**src/rtl/restador_pkg.sv**
```systemverilog
// Shared types and default sizes for the restador subtractor scheduler
// and its helper blocks.
package restador_pkg;

  typedef enum logic [1:0] {
    IDLE    = 2'd0,
    ISSUE   = 2'd1,
    CAPTURE = 2'd2,
    RESULT  = 2'd3
  } state_t;

  localparam int N_DEF = 8;
  localparam int R_DEF = 4;

endpackage

```
**src/rtl/restador_scheduler_rr_picker.sv**
```systemverilog
// Combinational round-robin picker: first set request bit after 'last',
// wrapping modulo R. Kept standalone so other arbiters can reuse it.
module rr_picker #(
  parameter  int R   = 4,
  localparam int IDW = $clog2(R)
) (
  input  logic [R-1:0]   req,
  input  logic [IDW-1:0] last,
  output logic           valid,
  output logic [IDW-1:0] idx,
  output logic [R-1:0]   onehot
);

  logic [IDW-1:0] cand [R];
  logic [R-1:0]   hit;

  // cand[gi] is the requester examined at scan position gi (gi = 0 is searched first)
  genvar gi;
  generate
    for (gi = 0; gi < R; gi++) begin : g_cand
      assign cand[gi] = IDW'((32'(last) + 32'(gi) + 32'd1) % 32'(R));
      assign hit[gi]  = req[cand[gi]];
    end
  endgenerate

  always_comb begin
    valid = 1'b0;
    idx   = '0;
    for (int i = R - 1; i >= 0; i--) begin
      if (hit[i]) begin
        valid = 1'b1;
        idx   = cand[i];
      end
    end
  end

  always_comb begin
    onehot = '0;
    if (valid) onehot[idx] = 1'b1;
  end

endmodule

```
**src/rtl/restador_scheduler.sv**
```systemverilog
// Shares one registered subtractor among R requesters: round-robin grant,
// operand latch, issue/capture sequencing and a tagged one-cycle result.
module restador_scheduler
  import restador_pkg::*;
#(
  parameter  int N   = N_DEF,
  parameter  int R   = R_DEF,
  localparam int IDW = $clog2(R)
) (
  input  logic           clk,
  input  logic           reset,
  input  logic [R-1:0]   req,
  input  logic [R*N-1:0] a_in,
  input  logic [R*N-1:0] b_in,
  output logic [R-1:0]   gnt,
  output logic [N-1:0]   sub_a,
  output logic [N-1:0]   sub_b,
  input  logic [N-1:0]   sub_y,
  output logic [N-1:0]   y_out,
  output logic [IDW-1:0] y_id,
  output logic           y_borrow,
  output logic           y_valid,
  output logic           busy
);

  logic [N-1:0] a_arr [R];
  logic [N-1:0] b_arr [R];

  genvar gi;
  generate
    for (gi = 0; gi < R; gi++) begin : g_unpack
      assign a_arr[gi] = a_in[gi*N +: N];
      assign b_arr[gi] = b_in[gi*N +: N];
    end
  endgenerate

  logic           pick_valid;
  logic [IDW-1:0] pick_idx;
  logic [R-1:0]   pick_onehot;

  state_t         state_reg, state_next;
  logic [IDW-1:0] last_reg, last_next;
  logic [IDW-1:0] id_reg, id_next;
  logic [R-1:0]   gnt_reg, gnt_next;
  logic [N-1:0]   sub_a_reg, sub_a_next;
  logic [N-1:0]   sub_b_reg, sub_b_next;
  logic [N-1:0]   y_out_reg, y_out_next;
  logic [IDW-1:0] y_id_reg, y_id_next;
  logic           y_borrow_reg, y_borrow_next;
  logic           y_valid_reg, y_valid_next;
  logic           busy_reg, busy_next;

  rr_picker #(.R(R)) u_picker (
    .req    (req),
    .last   (last_reg),
    .valid  (pick_valid),
    .idx    (pick_idx),
    .onehot (pick_onehot)
  );

  always_comb begin
    state_next    = state_reg;
    last_next     = last_reg;
    id_next       = id_reg;
    gnt_next      = '0;
    sub_a_next    = sub_a_reg;
    sub_b_next    = sub_b_reg;
    y_out_next    = y_out_reg;
    y_id_next     = y_id_reg;
    y_borrow_next = y_borrow_reg;
    y_valid_next  = 1'b0;
    case (state_reg)
      IDLE: begin
        // Operands only change here, so the subtractor inputs are stable while in flight
        if (pick_valid) begin
          gnt_next      = pick_onehot;
          last_next     = pick_idx;
          id_next       = pick_idx;
          sub_a_next    = a_arr[pick_idx];
          sub_b_next    = b_arr[pick_idx];
          y_borrow_next = a_arr[pick_idx] < b_arr[pick_idx];
          state_next    = ISSUE;
        end
      end
      ISSUE:   state_next = CAPTURE;
      CAPTURE: begin
        y_out_next   = sub_y;
        y_id_next    = id_reg;
        y_valid_next = 1'b1;
        state_next   = RESULT;
      end
      RESULT:  state_next = IDLE;
      default: state_next = IDLE;
    endcase
    busy_next = (state_next != IDLE);
  end

  always_ff @(posedge clk or negedge reset) begin
    if (!reset) begin
      state_reg    <= IDLE;
      last_reg     <= IDW'(R - 1);
      id_reg       <= '0;
      gnt_reg      <= '0;
      sub_a_reg    <= '0;
      sub_b_reg    <= '0;
      y_out_reg    <= '0;
      y_id_reg     <= '0;
      y_borrow_reg <= 1'b0;
      y_valid_reg  <= 1'b0;
      busy_reg     <= 1'b0;
    end else begin
      state_reg    <= state_next;
      last_reg     <= last_next;
      id_reg       <= id_next;
      gnt_reg      <= gnt_next;
      sub_a_reg    <= sub_a_next;
      sub_b_reg    <= sub_b_next;
      y_out_reg    <= y_out_next;
      y_id_reg     <= y_id_next;
      y_borrow_reg <= y_borrow_next;
      y_valid_reg  <= y_valid_next;
      busy_reg     <= busy_next;
    end
  end

  assign gnt      = gnt_reg;
  assign sub_a    = sub_a_reg;
  assign sub_b    = sub_b_reg;
  assign y_out    = y_out_reg;
  assign y_id     = y_id_reg;
  assign y_borrow = y_borrow_reg;
  assign y_valid  = y_valid_reg;
  assign busy     = busy_reg;

endmodule
```
**config.mk**
```make
export PLATFORM = sky130hd
export DESIGN_NAME = restador_scheduler
export DESIGN_NICKNAME = d
export VERILOG_FILES = /design/src/rtl/restador_pkg.sv /design/src/rtl/restador_scheduler_rr_picker.sv /design/src/rtl/restador_scheduler.sv
export SDC_FILE = /design/constraint.sdc
export NUM_CORES = 1
export LEC_CHECK = 0
export BUFFER_PORTS_ARGS = -buffer_cell sky130_fd_sc_hd__buf_2
export CORE_MARGIN = 2
export CORE_UTILIZATION = 30
export DETAILED_ROUTE_END_ITERATION = 16
export REMOVE_ABC_BUFFERS = 1
export SYNTH_ARGS = -nofsm -noshare
export SYNTH_HDL_FRONTEND = slang
export SYNTH_SLANG_ARGS = --single-unit
```
**constraint.sdc**
```tcl
create_clock -name clk -period 3.4 [get_ports clk]
set_clock_uncertainty 0.15 [all_clocks]
set_input_delay 0.34 -clock clk [delete_from_list [all_inputs] [get_ports clk]]
set_output_delay 0.34 -clock clk [all_outputs]
set_load 0.02 [all_outputs]
```
==> flow_summary.yaml, run 1 <==
cells_and_area:
  nets: 404
  layout-drive-gt1-share_pct: 50.5
  diodes: 0
  postLayoutCellArea_um2: 3020
  area_growth_pct: 35.5
  fin_cells: 416
synthesis:
  ys_ff_latch: 39
  synthCells: 201
  yosysTopAreaCell: "dfrtp_1"
  post_synth.cell_area_avg_um2: 11.1
  netlist.area_leader.share_pct: 41.5
  syn_area_um2: 2230
  synth_edf_count: 0
  netlist-cell-type-count: 40
  synth.area.top_cells: "dfrtp_1 42%, mux2_2 10%, mux2i_1 7.6%, mux2_1 7.1%, ha_1 5.6%"
  synth_common_cells: "37 x dfrtp_1, 20 x mux2_2, 18 x nand2_1"
  synthFlopType: "dfrtp_1"
  synthArstFlopShare_pct: 100
  ys_warn_count: 0
  yosysSeqAreaShare_pct: 43.9
  post-synth-top-count-cell: "dfrtp_1"
timing:
  max_freq_ghz: 0.324
  hold_violations: 0
  setup_viol: 0
  rsz0062_at_grt: "no"
  fin_crit_sh_pct: 90.9
  finalMaxSlewViolations: 0
  worst_slew_pin_slew_ns: 0.876
  setup_tns_ns: 0
  slew_headroom_pct: 41.6
  period_minus_slack_ns: 3.09
grt:
  track_usage_pct: 12.7
  grt_pass1_vias: 1766
  grt_first_pass_wirelength_um: 8440
  grt_max_degree: 40
  antenna_found_initial: 0
  overflow: 0
place:
  dpl-instance-area_um2: 2890
  dpl.hpwl_um: 3960
  dp.cells: 405
  placement.io_buffers: 110
  place.gp.congestion: 0.719
clock_network:
  h-tree-depth: 2
  cts_tree: "built"
  cts_root_buf: "clkbuf_8"
  clock_latency_ns: 0.29
  clockBufferDepth: 2
  postCtsResizedCells: 0
  clock-sinks: 39
  cts_buffers: 5
  clk_pin_slew_ns: 0.07
power_and_ir_drop:
  peakVddDrop_v: 0.000264
  power_density_nw_per_um2: 911
  p_switching_mw: 1.16
  seqPwrFrac_pct: 29.4
  p_leak_nw: 1.51
  sw_frac_of_total_pct: 42.3
  intPower_mw: 1.59
  pwr-share-comb_pct: 58.2
  power_frac_clock_pct: 12.3
setup_path:
  cp.required_ns: 3.45
  cp_max_fo: 9
  startpoint_type: "register"
  reg2reg_depth: 12
  cp-end-kind: "register"
  worstSetupEndpoint: "y_borrow$_DFFE_PN0P_"
  worstPathArrival_ns: 3.14
  crit_type: "reg -> reg"
  critPathLaunch: "last_reg[1]$_DFFE_PN1P_"
  r2r-start: "last_reg[1]$_DFFE_PN1P_"
  reg2reg_slack_ns: 0.31
  r2r_end: "y_borrow$_DFFE_PN0P_"
routing:
  num_vias: 1876
  drc: 0
  dr.first_iter.drc_count: 52
  viasPerCell: 4.51
  wire_per_inst_um: 12.2
  first_pass_iters: 4
  wl_um: 5090
  ant_nets: 0
min_path:
  hold_path_class: "in -> async"
die:
  coreArea_um2: 7210
  die-area_um2: 8140
  die_h_um: 90.2
  rows: 31
  start_util_pct: 30.9
  die_w_um: 90.2
  io-pin-count: 111
run_status:
  status: "finished, final reports clean"
job:
  maxCapViolCount: 0
==> cell families after synthesis <==
logic type | count (synthesis) | synth area share, %
compound gates | 41 | 12.5
fa+ha+maj | 10 | 5.61
buf+inv | 14 | 3.65
flops | 39 | 43.9
mux | 51 | 24.8
simple gates | 46 | 9.59
==> critical path: stages (launching register included) <==
cell and delay, ns:
dfstp_2 0.59, nand2b_1 0.13, a21boi_1 0.09, o21ai_4 0.31, buf_12 0.17, mux2_1 0.31
o21ai_1 0.22, ha_1 0.30, a21oi_1 0.15, o21ai_0 0.08, nor3_1 0.20, a21oi_1 0.07
nor3_1 0.22
==> routing by layer <==
metal	up-vias	part of all wire, %	GRT usage, %
met5	-	0	0
met4	0	1.5	4.62
met3	7	6.3	2.93
met2	61	46	20.1
met1	858	46	16.8
li1	950	-	-
==> area by class of cell <==
type | count | area (um2)
Multi-Input combinational cell | 148 | 1180
Sequential cell | 39 | 978
Fill cell | 744 | 4190
Clock buffer | 8 | 100
Timing Repair Buffer | 119 | 631
Tap cell | 99 | 124
Inverter | 3 | 11.3
==> through the flow <==
| step | util [%] | total power, mW | setup WS (ns) | hold WS (ns) |
|---|---|---|---|---|
| after floorplan | - | 1.92 | -0.0853 | -0.106 |
| after global placement | 40.0 | 2.39 | 0.177 | 0.315 |
| after detailed placement | 40.0 | 2.42 | 0.0783 | 0.324 |
| after CTS | 41.4 | 2.77 | 0.0621 | 0.0510 |
| after global routing | 41.9 | 3.00 | 0.0975 | 0.0937 |
| final | 41.9 | 2.75 | 0.311 | 0.0186 |
==> cell usage in the layout, fill, tap and decap left out, drive strengths merged <==
master and instances:
o211ai 1, nor2 10, nor3 5, buf 119, nand2 19, dfrtp 37
a31oi 1, o21ai 17, or2 1, a22o 1, clkbuf 8, dfstp 2
nand2b 3, o22a 1, a2111oi 1, nand3 1, a22oi 1, a21o 3
nand3b 1, ha 10, and2 1, and3 1, mux2i 17, a21oi 13
or4 1, inv 3, mux2 34, nand4 2, nor3b 1, o211a 1
a21boi 1
==> power by group through the flow <==
stage / Combinational [mW] / Clock [mW] / Sequential [mW]
4_1_cts: 1.60 / 0.356 / 0.813
2_1_floorplan: 0.880 / 0 / 1.04
3_5_place_dp: 1.60 / 0 / 0.819
5_1_grt: 1.78 / 0.373 / 0.842
3_3_place_gp: 1.58 / 0 / 0.811
6_report: 1.60 / 0.340 / 0.811
==> what timing repair did <==
action | CTS | global route
buffers inserted | 0 | 3
endpoints found under the setup margin | 0 | 1
hold buffers | 0 | 0
hold endpoints to repair | 0 | 0
==> worst min-delay path by stage <==
stage                         start                     to  slack, ns  cells past startpoint
2_1_floorplan                 reset         busy$_DFF_PN0_      -0.11                      0
3_3_place_gp   sub_b[5]$_DFFE_PN0P_   sub_b[5]$_DFFE_PN0P_       0.31                      2
3_5_place_dp   sub_b[5]$_DFFE_PN0P_   sub_b[5]$_DFFE_PN0P_       0.32                      2
4_1_cts                       reset   y_out[0]$_DFFE_PN0P_       0.05                      1
5_1_grt                       reset  id_reg[0]$_DFFE_PN0P_       0.09                      1
6_report                      reset   y_out[2]$_DFFE_PN0P_       0.02                      1
No activity file was read; power rests on OpenSTA's default activity.
==> run 2: changes to the inputs <==
Clock period 3.4 ns to 3.63 ns, I/O delays scaled along.
==> flow_summary.yaml, run 2 (synthesis results as in run 1) <==
routing:
  wl_um: 5070
  wire_per_inst_um: 12.3
  num_vias: 1859
  first_pass_iters: 4
  viasPerCell: 4.51
  drc: 0
  ant_nets: 0
  dr.first_iter.drc_count: 59
cells_and_area:
  area_growth_pct: 32.9
  layout_commonest_cell: "buf_2"
  diodes: 0
  nets: 400
  layout-drive-gt1-share_pct: 49.8
  mostFrequentLayoutCells: "110 x buf_2, 37 x dfrtp_1, 20 x mux2_2"
  post-route-util_pct: 41.1
  fin_cells: 412
clock_network:
  clock-sinks: 39
  clock_latency_ns: 0.28
  cts_root_buf: "clkbuf_8"
  h-tree-depth: 2
  cts_tree: "built"
  cts_buffers: 5
  hold_buffers: 0
  post_cts_buffers: 0
  clk_pin_slew_ns: 0.08
  clockBufferDepth: 2
  postCtsResizedCells: 0
timing:
  rsz0062_at_grt: "no"
  slew_headroom_pct: 41.5
  hold_violations: 0
  setup_viol: 0
  setup_tns_ns: 0
  finalMaxSlewViolations: 0
  fin_crit_sh_pct: 90.8
  holdWs_ns: 0.0402
  worst_slew_pin_slew_ns: 0.877
  max_freq_ghz: 0.303
  worst_slack_ns: 0.335
  period_minus_slack_ns: 3.29
die:
  io-pin-count: 111
  coreArea_um2: 7210
  start_util_pct: 30.9
  die_h_um: 90.2
  die-area_um2: 8140
  die_w_um: 90.2
  rows: 31
min_path:
  hold_path_class: "in -> async"
place:
  place.gp.congestion: 0.755
  dp.cells: 404
  placement.io_buffers: 110
  dpl.hpwl_um: 3970
  place_ws_ns: 0.327
setup_path:
  cp_max_fo: 22
  cp_cell_sequence: "nand2b_1 > a21boi_1 > o21ai_4 > buf_4 > mux2_1 > nor2_1 > a21oi_2 > ha_1 > nand3_1 > a2111oi_2 > nor3_1"
  cp.required_ns: 3.65
  slowest_delay_ns: 0.59
  crit_type: "reg -> reg"
  startpoint_type: "register"
  path_buf_inv: 1
  worstPathArrival_ns: 3.31
  cp_top_family: "compound AO/OA/AOI/OAI gates"
  cp-end-kind: "register"
  slowest_stage: "dfstp_2"
grt:
  grt_first_pass_wirelength_um: 8190
  use_met1_pct: 16.3
  grt_max_degree: 40
  grt_pass1_vias: 1743
  overflow: 0
  grt_use_met3_pct: 2.77
  antenna_found_initial: 0
  met2_usage_pct: 20.2
  top_usage_layer: "met2"
  track_usage_pct: 12.5
run_status:
  status: "finished, final reports clean"
power_and_ir_drop:
  p_leak_nw: 1.48
  power_density_nw_per_um2: 845
  peakVddDrop_v: 0.000262
job:
  maxCapViolCount: 0
-- run 2: metrics by stage --
step	total power, mW	area [um2]
finish	2.51	2970
global route	2.74	2970
CTS	2.56	2970
detailed placement	2.27	2880
global placement	2.23	2880
floorplan	1.80	2160
-- run 2: metal layers --
layer / part of all wire [%] / routed length, um
met3: 6.2 / 317
met2: 48 / 2460
met4: 1.5 / 75
met1: 44 / 2230
met5: 0 / 0
-- run 2: final cells by class --
type / instances / area (um2)
fillers: 767 / 4250
multi-input cells: 148 / 1180
flip-flops and latches: 39 / 978
repair buffers: 115 / 588
well taps: 99 / 124
clock buffers: 6 / 72.6
clock inverters: 2 / 12.5
inverters: 3 / 11.3
-- run 2: path summary, 6_finish.rpt --
kind,startpoint,end,slack (ns),cells after the start
setup / recovery,last_reg[1]$_DFFE_PN1P_,y_borrow$_DFFE_PN0P_,0.34,11
hold / removal,reset,y_out[2]$_DFFE_PN0P_,0.04,1
setup reg to reg,last_reg[1]$_DFFE_PN1P_,y_borrow$_DFFE_PN0P_,0.34,11
hold reg to reg,id_reg[1]$_DFFE_PN0P_,id_reg[1]$_DFFE_PN0P_,0.33,1
max in group asynchronous,reset,sub_b[5]$_DFFE_PN0P_,2.74,1
min in group clk,sub_y[3],y_out[3]$_DFFE_PN0P_,0.15,2
-- run 2: power by group --
group          switching (mW)  internal, mW
Combinational           0.838         0.628
Sequential              0.100         0.657
Clock                   0.148         0.134
==> run 3: changes to the inputs <==
Settings changed: ABC_AREA set to 1, GPL_TIMING_DRIVEN set to 0, SYNTH_HIERARCHICAL set to 1.
==> flow_summary.yaml, run 3 <==
run_status:
  status: "finished, final reports clean"
timing:
  worst_slew_pin_slew_ns: 0.885
  finalMaxSlewViolations: 0
  hold_violations: 0
  period_minus_slack_ns: 3.41
  max_freq_ghz: 0.294
  fin_crit_sh_pct: 93.8
  setup_tns_ns: 0
  slew_headroom_pct: 41.0
  setup_viol: 0
synthesis:
  synthFlopType: "dfrtp_1"
  netlist-cell-type-count: 26
  synthArstFlopShare_pct: 100
  ys_warn_count: 6
  synth_edf_count: 0
  synth_common_cells: "135 x nand2_1, 37 x dfrtp_1, 30 x nor2_1"
  syn_area_um2: 2420
  ys_ff_latch: 39
  yosysSeqAreaShare_pct: 40.5
  yosysTopAreaCell: "dfrtp_1"
  synth.area.top_cells: "dfrtp_1 38%, nand2_1 21%, ha_1 5.2%, nor2_1 4.7%, inv_1 3.9%"
  post-synth-top-count-cell: "nand2_1"
  post_synth.cell_area_avg_um2: 7.30
  synthCells: 331
  netlist.area_leader.share_pct: 38.3
setup_path:
  crit_type: "reg -> reg"
  cp_cell_sequence: "inv_2 > nand2_1 > nand2_1 > nand2_1 > nand3_1 > nor2_1 > nand2_1 > nand2_2 > clkinvlp_4 > clkinvlp_4 > buf_4 > a21oi_1 > a32o_2 > ha_1 > a21oi_1 > nor2_1 > a2111oi_2 > nand2_1 > nand2_1"
  cp_top_family: "simple AND/OR/NAND/NOR gates"
  path_common_cell: "nand2_1"
  slowest_stage: "dfstp_2"
  path_buf_inv: 4
  reg2reg_slack_ns: 0.22
  slowest_delay_ns: 0.61
  r2r_end: "y_borrow$_DFFE_PN0P_"
  r2r-start: "last_reg[0]$_DFFE_PN1P_"
  startpoint_type: "register"
  worstPathArrival_ns: 3.49
  cp-end-kind: "register"
  cp.required_ns: 3.71
  cp_max_fo: 14
  reg2reg_depth: 19
routing:
  num_vias: 2483
  viasPerCell: 4.62
  wire_per_inst_um: 12.3
  wl_um: 6630
  ant_nets: 0
  first_pass_iters: 4
  dr.first_iter.drc_count: 83
  drc: 0
cells_and_area:
  diodes: 0
  nFillCells: 839
  regArea_um2: 978
  layout_commonest_cell: "nand2_1"
  area_growth_pct: 29.3
  mostFrequentLayoutCells: "133 x nand2_1, 110 x buf_2, 37 x dfrtp_1"
  layout-drive-gt1-share_pct: 34.4
  nets: 523
  multi_input_area_um2: 1230
die:
  die_w_um: 93.7
  rows: 32
  die_h_um: 93.7
  die-area_um2: 8790
  io-pin-count: 111
  start_util_pct: 31.1
  coreArea_um2: 7770
job:
  maxCapViolCount: 0
clock_network:
  hold_buffers: 0
  cts_root_buf: "clkbuf_8"
  h-tree-depth: 2
  clk_pin_slew_ns: 0.08
  clockBufferDepth: 2
  cts_buffers: 5
  clock_latency_ns: 0.29
  cts_tree: "built"
  clock-sinks: 39
place:
  dpl.hpwl_um: 4710
  place.gp.congestion: 0.864
  placement.io_buffers: 110
min_path:
  hold_path_class: "in -> async"
grt:
  grt_pass1_vias: 2368
  overflow: 0
  grt_max_degree: 40
  grt_first_pass_wirelength_um: 11100
  track_usage_pct: 15.8
  antenna_found_initial: 0
-- run 3: timing repair --
item                                    4_1_cts  5_1_grt
endpoints found under the setup margin        1       13
setup buffers                                 2        0
gates resized for setup                       3        8
cloned                                        1        0
hold endpoints to repair                      0        0
-- run 3: how the worst max path moves through the flow --
stage	start	endpoint	slack, ns	cells past startpoint
after CTS	last_reg[0]$_DFFE_PN1P_	y_borrow$_DFFE_PN0P_	0.05	17
after detailed placement	last_reg[0]$_DFFE_PN1P_	y_borrow$_DFFE_PN0P_	-0.07	16
after global placement	last_reg[0]$_DFFE_PN1P_	y_borrow$_DFFE_PN0P_	-0.02	16
after floorplan	last_reg[0]$_DFFE_PN1P_	y_borrow$_DFFE_PN0P_	0.54	18
final	last_reg[0]$_DFFE_PN1P_	y_borrow$_DFFE_PN0P_	0.22	19
after global routing	last_reg[0]$_DFFE_PN1P_	y_borrow$_DFFE_PN0P_	-0.03	19
-- run 3: stage by stage --
stage | worst slack, ns | hold slack, ns | utilization, % | cells | instance area (um2)
final | 0.224 | 0.0414 | 40.2 | 538 | 3120
after global routing | -0.0329 | 0.107 | 40.2 | 538 | 3120
after CTS | 0.0516 | 0.0835 | 39.9 | 538 | 3100
after detailed placement | -0.0736 | 0.308 | 38.4 | 527 | 2980
after global placement | -0.0218 | 0.301 | 38.4 | 527 | 2980
after floorplan | 0.545 | -0.0826 | - | 315 | 2300
-- run 3: area by class of cell --
type	instances	share of cell area (%)
flip-flops and latches	39	31.3
repair inverters	1	0.240
clock buffers	5	2.20
repair buffers	112	18.1
inverters	28	4.00
well taps	102	4.08
clock inverters	3	0.641
multi-input cells	248	39.4
-- run 3: metal layers --
layer / track usage [%] / vias to the layer above / share of wire [%]
met4: 3.99 / 0 / 0.72
li1: - / 1261 / -
met2: 28.0 / 77 / 49
met3: 3.29 / 4 / 6.4
met1: 19.6 / 1141 / 43
met5: 0 / - / 0
-- run 3: cell families (layout without fill, tap and decap cells) --
logic type / after synthesis / count (layout) / share of synthesized area (%)
simple gates: 186 / 186 / 30.8
flops: 39 / 39 / 40.5
buf+inv: 44 / 149 / 9.27
fa+ha+maj: 10 / 10 / 5.18
compound gates: 52 / 52 / 14.2
-- run 3: worst reg2reg max path, cell delays in order (launching register included) --
cell        delay (ns)
dfstp_2           0.61
inv_2             0.10
nand2_1           0.07
nand2_1           0.08
nand2_1           0.10
nand3_1           0.10
nor2_1            0.12
nand2_1           0.07
nand2_2           0.10
clkinvlp_4        0.31
clkinvlp_4        0.18
buf_4             0.16
a21oi_1           0.05
a32o_2            0.26
ha_1              0.31
a21oi_1           0.15
nor2_1            0.07
a2111oi_2         0.20
nand2_1           0.09
nand2_1           0.07
Power of run 3 is not shown: default switching activity piles up to over one toggle a cycle in this logic, so the estimate is an artifact.
